[src/rtl/pipe_pkg.sv]
// Shared types and constants for the MIPS inter-stage pipeline registers.
package pipe_pkg;

  typedef enum logic [1:0] {
    ST_EMPTY = 2'd0,
    ST_FULL  = 2'd1,
    ST_SKID  = 2'd2
  } pipe_state_t;

  // An all-zero instruction word decodes as sll $0,$0,0, i.e. a bubble.
  localparam logic [31:0] NOP_INSTR = 32'h0000_0000;

endpackage

[src/rtl/sat_counter.sv]
// Saturating up-counter with synchronous active-high clear; holds at all-ones.
module sat_counter #(
  parameter int CNT_W = 16
) (
  input  logic             clk,
  input  logic             rst,
  input  logic             inc,
  output logic [CNT_W-1:0] count
);

  localparam logic [CNT_W-1:0] CNT_MAX = {CNT_W{1'b1}};

  // NOTE: sequential state is always written with <= so every flop samples
  // pre-edge values regardless of the order the always_ff blocks are evaluated.
  always_ff @(posedge clk) begin
    if (rst) begin
      count <= '0;
    end else if (inc && (count != CNT_MAX)) begin
      count <= count + CNT_W'(1);
    end
  end

endmodule

[src/rtl/pipe_stage_reg.sv]
// Valid/ready pipeline register between MIPS stages, with optional two-entry
// skid buffer (registered in_ready), flush-to-bubble and a stall counter.
module pipe_stage_reg
  import pipe_pkg::*;
#(
  parameter int WIDTH = 32,
  parameter int SKID  = 1,
  parameter int CNT_W = 16
) (
  input  logic             clk,
  input  logic             rst,
  input  logic             flush,
  input  logic             in_valid,
  output logic             in_ready,
  input  logic [WIDTH-1:0] in_data,
  output logic             out_valid,
  input  logic             out_ready,
  output logic [WIDTH-1:0] out_data,
  output logic [CNT_W-1:0] stall_cnt
);

  localparam logic [WIDTH-1:0] FILL = WIDTH'(NOP_INSTR);

  pipe_state_t      state_q, state_d;
  logic [WIDTH-1:0] main_q;
  logic [WIDTH-1:0] skid_data;
  logic             accept, consume;
  logic             load_main_in, load_main_skid;
  logic             clear;

  assign clear     = rst | flush;
  assign out_valid = (state_q != ST_EMPTY);
  assign out_data  = main_q;
  assign accept    = in_valid & in_ready;
  assign consume   = out_valid & out_ready;

  // NOTE: every signal driven here gets a default first, so no path through
  // the case leaves a value unassigned and no latch is inferred.
  always_comb begin
    state_d        = state_q;
    load_main_in   = 1'b0;
    load_main_skid = 1'b0;
    unique case (state_q)
      ST_EMPTY: begin
        if (accept) begin
          load_main_in = 1'b1;
          state_d      = ST_FULL;
        end
      end
      ST_FULL: begin
        // accept without consume only happens with SKID=1; SKID=0 gates
        // in_ready on out_ready while full.
        if (accept && consume) begin
          load_main_in = 1'b1;
        end else if (accept) begin
          state_d = ST_SKID;
        end else if (consume) begin
          state_d = ST_EMPTY;
        end
      end
      ST_SKID: begin
        if (consume) begin
          load_main_skid = 1'b1;
          state_d        = ST_FULL;
        end
      end
      default: state_d = ST_EMPTY;
    endcase
  end

  // NOTE: the data register is deliberately reset: a cleared stage must show a
  // NOP on out_data, not stale contents of a flushed instruction.
  always_ff @(posedge clk) begin
    if (clear) begin
      state_q <= ST_EMPTY;
      main_q  <= FILL;
    end else begin
      state_q <= state_d;
      if (load_main_in) begin
        main_q <= in_data;
      end else if (load_main_skid) begin
        main_q <= skid_data;
      end
    end
  end

  if (SKID != 0) begin : g_skid
    logic [WIDTH-1:0] skid_q;
    logic             in_ready_q;

    always_ff @(posedge clk) begin
      if (clear) begin
        skid_q     <= FILL;
        in_ready_q <= 1'b1;
      end else begin
        if ((state_q == ST_FULL) && accept && !consume) begin
          skid_q <= in_data;
        end
        // Registered copy of (state != ST_SKID) for the upcoming cycle.
        in_ready_q <= (state_d != ST_SKID);
      end
    end

    assign skid_data = skid_q;
    assign in_ready  = in_ready_q;
  end else begin : g_no_skid
    assign skid_data = FILL;
    assign in_ready  = !out_valid || out_ready;
  end

  sat_counter #(
    .CNT_W (CNT_W)
  ) u_stall_cnt (
    .clk   (clk),
    .rst   (rst),
    .inc   (out_valid & ~out_ready),
    .count (stall_cnt)
  );

endmodule

[config.mk]
export PLATFORM = sky130hd
export DESIGN_NAME = pipe_stage_reg
export DESIGN_NICKNAME = d
export VERILOG_FILES = /design/src/rtl/pipe_pkg.sv /design/src/rtl/sat_counter.sv /design/src/rtl/pipe_stage_reg.sv
export SDC_FILE = /design/constraint.sdc
export NUM_CORES = 1
export LEC_CHECK = 0
export ABC_AREA = 0
export CAP_MARGIN = 5
export CORE_ASPECT_RATIO = 1.1
export CORE_MARGIN = 2
export CORE_UTILIZATION = 35
export CTS_CLUSTER_SIZE = 12
export DETAILED_ROUTE_END_ITERATION = 7
export GPL_TIMING_DRIVEN = 0
export PLACE_DENSITY = 0.66
export SETUP_SLACK_MARGIN = 0.5
export SLEW_MARGIN = 20
export SYNTH_ARGS = -nofsm -noshare
export SYNTH_HDL_FRONTEND = slang
export SYNTH_SLANG_ARGS = --single-unit
[constraint.sdc]
create_clock -name clk -period 2 [get_ports clk]
set_input_delay 0.3 -clock clk [delete_from_list [all_inputs] [get_ports clk]]
set_output_delay 0.3 -clock clk [all_outputs]
set_load 0.005 [all_outputs]
==> run metrics <==
Die Span Y=106.2 microns; Critical Path RT=about 2200 ps; ys async rst share=0%; # IOs=87; top sig layer=met4; #FFs+latches synth=83; final wirelength=9.363 mm; Worst setup EP type=flip-flop; post-route ant nets=0; IO buf count=between 80 and 90; min Tclk post-route=~1600 ps; Max Cap Viol=0; Rel. slew slack=64.22%; Clock Path Buffers=2; top_reg_cell synth=dfxtp_1; Synth Area per Inst=8.450 sq um; crit start category=flip-flop; Total Power=3250 uW; worst IR drop on VDD=slightly above 0.4 mV; arrival time worst endpoint=about 1800 ps; CTS buffer count=9; leak pwr=0.002209 uW; Synth Net Count=431; Slew Viols, Final=0; share of cells above drive strength 1=28.49%; Net count, final=570; fin crit share=roughly four fifths; core area=between 9000 and 10000 sq um; final worst setup slack=400.4 ps; routed vias=3316; Reg clk slew, reported paths=~90 ps; final global-route overflow total=0; DRC=0; routed length per instance=roughly 14 microns; die area=slightly above 10000 sq um; root buffer cell=clkbuf_8; largest net degree at the start of global routing=16; synth warn=0; reg2reg end=u_stall_cnt.count[1]$_SDFFE_PP0P_; Num Clock Sinks=83; Power Density=635.2 nW/um^2; Post-Syn Area=approximately 3300 sq um; Post-synth EDFFs=0; setup TNS=0 ps; Worst Skew=11.64 ps; Routed met2 length=~4.7 mm; R2R cell count=6; Clock Latency Late Sink=roughly 350 ps; RSZ-0062 raised after global routing=yes; Post-Syn Instances=393; area leader, netlist=dfxtp_1; Vias/cell=between 5 and 6; Crit Path Class=flip-flop to flip-flop; DP Worst Slack=-185.1 ps; Fill cells=between 800 and 900; antenna diode count=0; run status=finished, final reports clean; CP Max Fanout=6; Die W=between 90 and 100 microns; Layout area overhead=54.07%; hold depth=2; CTS tree=done; Worst Hold Path EP=u_stall_cnt.count[3]$_SDFFE_PP0P_; met3 WL=about 350 microns; critical path launch point=u_stall_cnt.count[8]$_SDFFE_PP0P_; synth top area cells=dfxtp_1 50%, nand2_1 12%, a21oi_1 11%; Worst-Margin Slew=535.6 ps; final setup fails=0; Seq/Total Area, Yosys=50.04%; Critical R2R Launch=u_stall_cnt.count[8]$_SDFFE_PP0P_; Row Count=37; CTS hold repair buffers=0; Initial Util=~36%; reg2reg setup slack=around 400 ps; CTS H-Tree Depth=3; share of Yosys cell area claimed by the top area cell type=50.04%; Yosys cell types=41; Final GP Congestion=~0.76; Worst Hold Class=primary input to flip-flop; overall routing resource usage=~18%; first-pass GRT wire length=14.86 mm; WL met1=roughly 4.2 mm; initial antenna violation count=0; 1st-pass router iterations=4; vias in the first global route=around 3.1k; DP HPWL=approximately 6.0 mm; 1st-iter DRT viols=between 150 and 200; Peak Freq=between 0.6 and 0.7 GHz; Hold Violations, Final=0; worst hold path startpoint=rst
area by class of cell:
cell class	instances	area (sq um)	area share (%)
Inverter	3	11.26	0.2201
Timing Repair Buffer	128	1180	23.06
Tap cell	117	146.4	2.861
Clock inverter	6	71.32	1.394
Buffer	25	167.7	3.277
Sequential cell	83	1749	34.19
Multi-Input combinational cell	282	1663	32.50
Clock buffer	10	127.6	2.494
registers in the layout, indices dropped and copies added (netlist names):
name,cells
g_skid.skid_q,32
in_ready,1
out_data,32
state_q,2
u_stall_cnt.count,16
synthesized netlist by cell type (all sizes together) (2+ instances only):
cell	n
and4	2
and3b	2
o31ai	7
a31oi	2
o21ai	4
or2	2
a21oi	77
or4	6
clkbuf	18
dfxtp	83
nand4	5
or3	5
nor2	8
a22oi	32
and3	2
mux2i	2
inv	3
nand3	5
nor3	3
buf	6
o21bai	2
nand2	103
nand2b	2
nor4	2
critical path: stages, from the launching register on:
cell and delay, ps:
dfxtp_4 380, nand4_1 110, buf_6 160, o41ai_4 370, buf_4 200, mux2i_1 200, nor2_1 50
kinds of logic (layout without fill, tap and decap cells):
group                      count (synthesis)  in the layout  synth area share [%]
xor gates and xnor gates                   1              1                0.2638
adders and majority gates                  1              1                0.3767
DFF                                       83             83                 50.04
muxes                                      2              2                0.6029
buffers and inverters                     28            172                 3.655
and+or+nand+nor                          149            149                 21.21
AOI/OAI and AO/OA                        129            129                 23.85
metal layers:
layer  global-route usage [%]  up-vias
met4                    6.740        0
met1                    21.64     1563
met3                    3.156       12
met2                    30.41       70
met5                        0        -
li1                         -     1671
layout by cell type, fill, tap and decap left out, drive strengths merged, types with 2 or more instances in the layout:
cell           instances
a22oi                 32
clkdlybuf4s50         41
o31ai                  7
a31oi                  2
or3                    5
o21ai                  4
nor2                   8
mux2i                  2
nand2b                 2
nor3                   3
and4                   2
nor4                   2
o21bai                 2
nand4                  5
nand2                103
nand3                  5
dfxtp                 83
dlygate4sd2           28
clkinvlp               2
or2                    2
and3b                  2
and3                   2
clkbuf                22
or4                    6
dlymetal6s2s          15
a21oi                 77
inv                    5
buf                   56
what timing repair did:
| item | CTS | global route |
|---|---|---|
| hold endpoints to repair | 0 | 0 |
| gates resized for setup | 112 | 62 |
| setup endpoints to repair | 120 | 94 |
| gates cloned | 1 | 3 |
| buffers inserted | 23 | 16 |
| pin swaps | 8 | 4 |
where the power goes:
group	switching, uW	leakage, uW	total, uW	internal, uW
combinational	162	0.00142	344	182
clock	634	0.0000935	1220	589
sequential	17.5	0.000696	1680	1670
metrics by stage:
step           instance area (sq um)  instances  util (%)  hold WS (ps)
2_1_floorplan                   3341        393         -         436.0
3_3_place_gp                    4338        595     46.62         441.9
3_5_place_dp                    4338        595     46.62         446.7
4_1_cts                         4845        635     52.06         123.3
5_1_grt                         5116        654     54.98         138.6
6_report                        5116        654     54.98         130.5
worst max-delay path by stage:
stage	end	slack [ps]	cells past startpoint
after floorplan	u_stall_cnt.count[9]$_SDFFE_PP0P_	420	5
after global placement	out_data[16]$_SDFFE_PP0P_	-150	6
after detailed placement	out_data[20]$_SDFFE_PP0P_	-190	6
after CTS	u_stall_cnt.count[1]$_SDFFE_PP0P_	460	6
after global routing	u_stall_cnt.count[1]$_SDFFE_PP0P_	330	6
final	u_stall_cnt.count[1]$_SDFFE_PP0P_	400	6
Note: power is estimated with default switching activity, not from simulation.
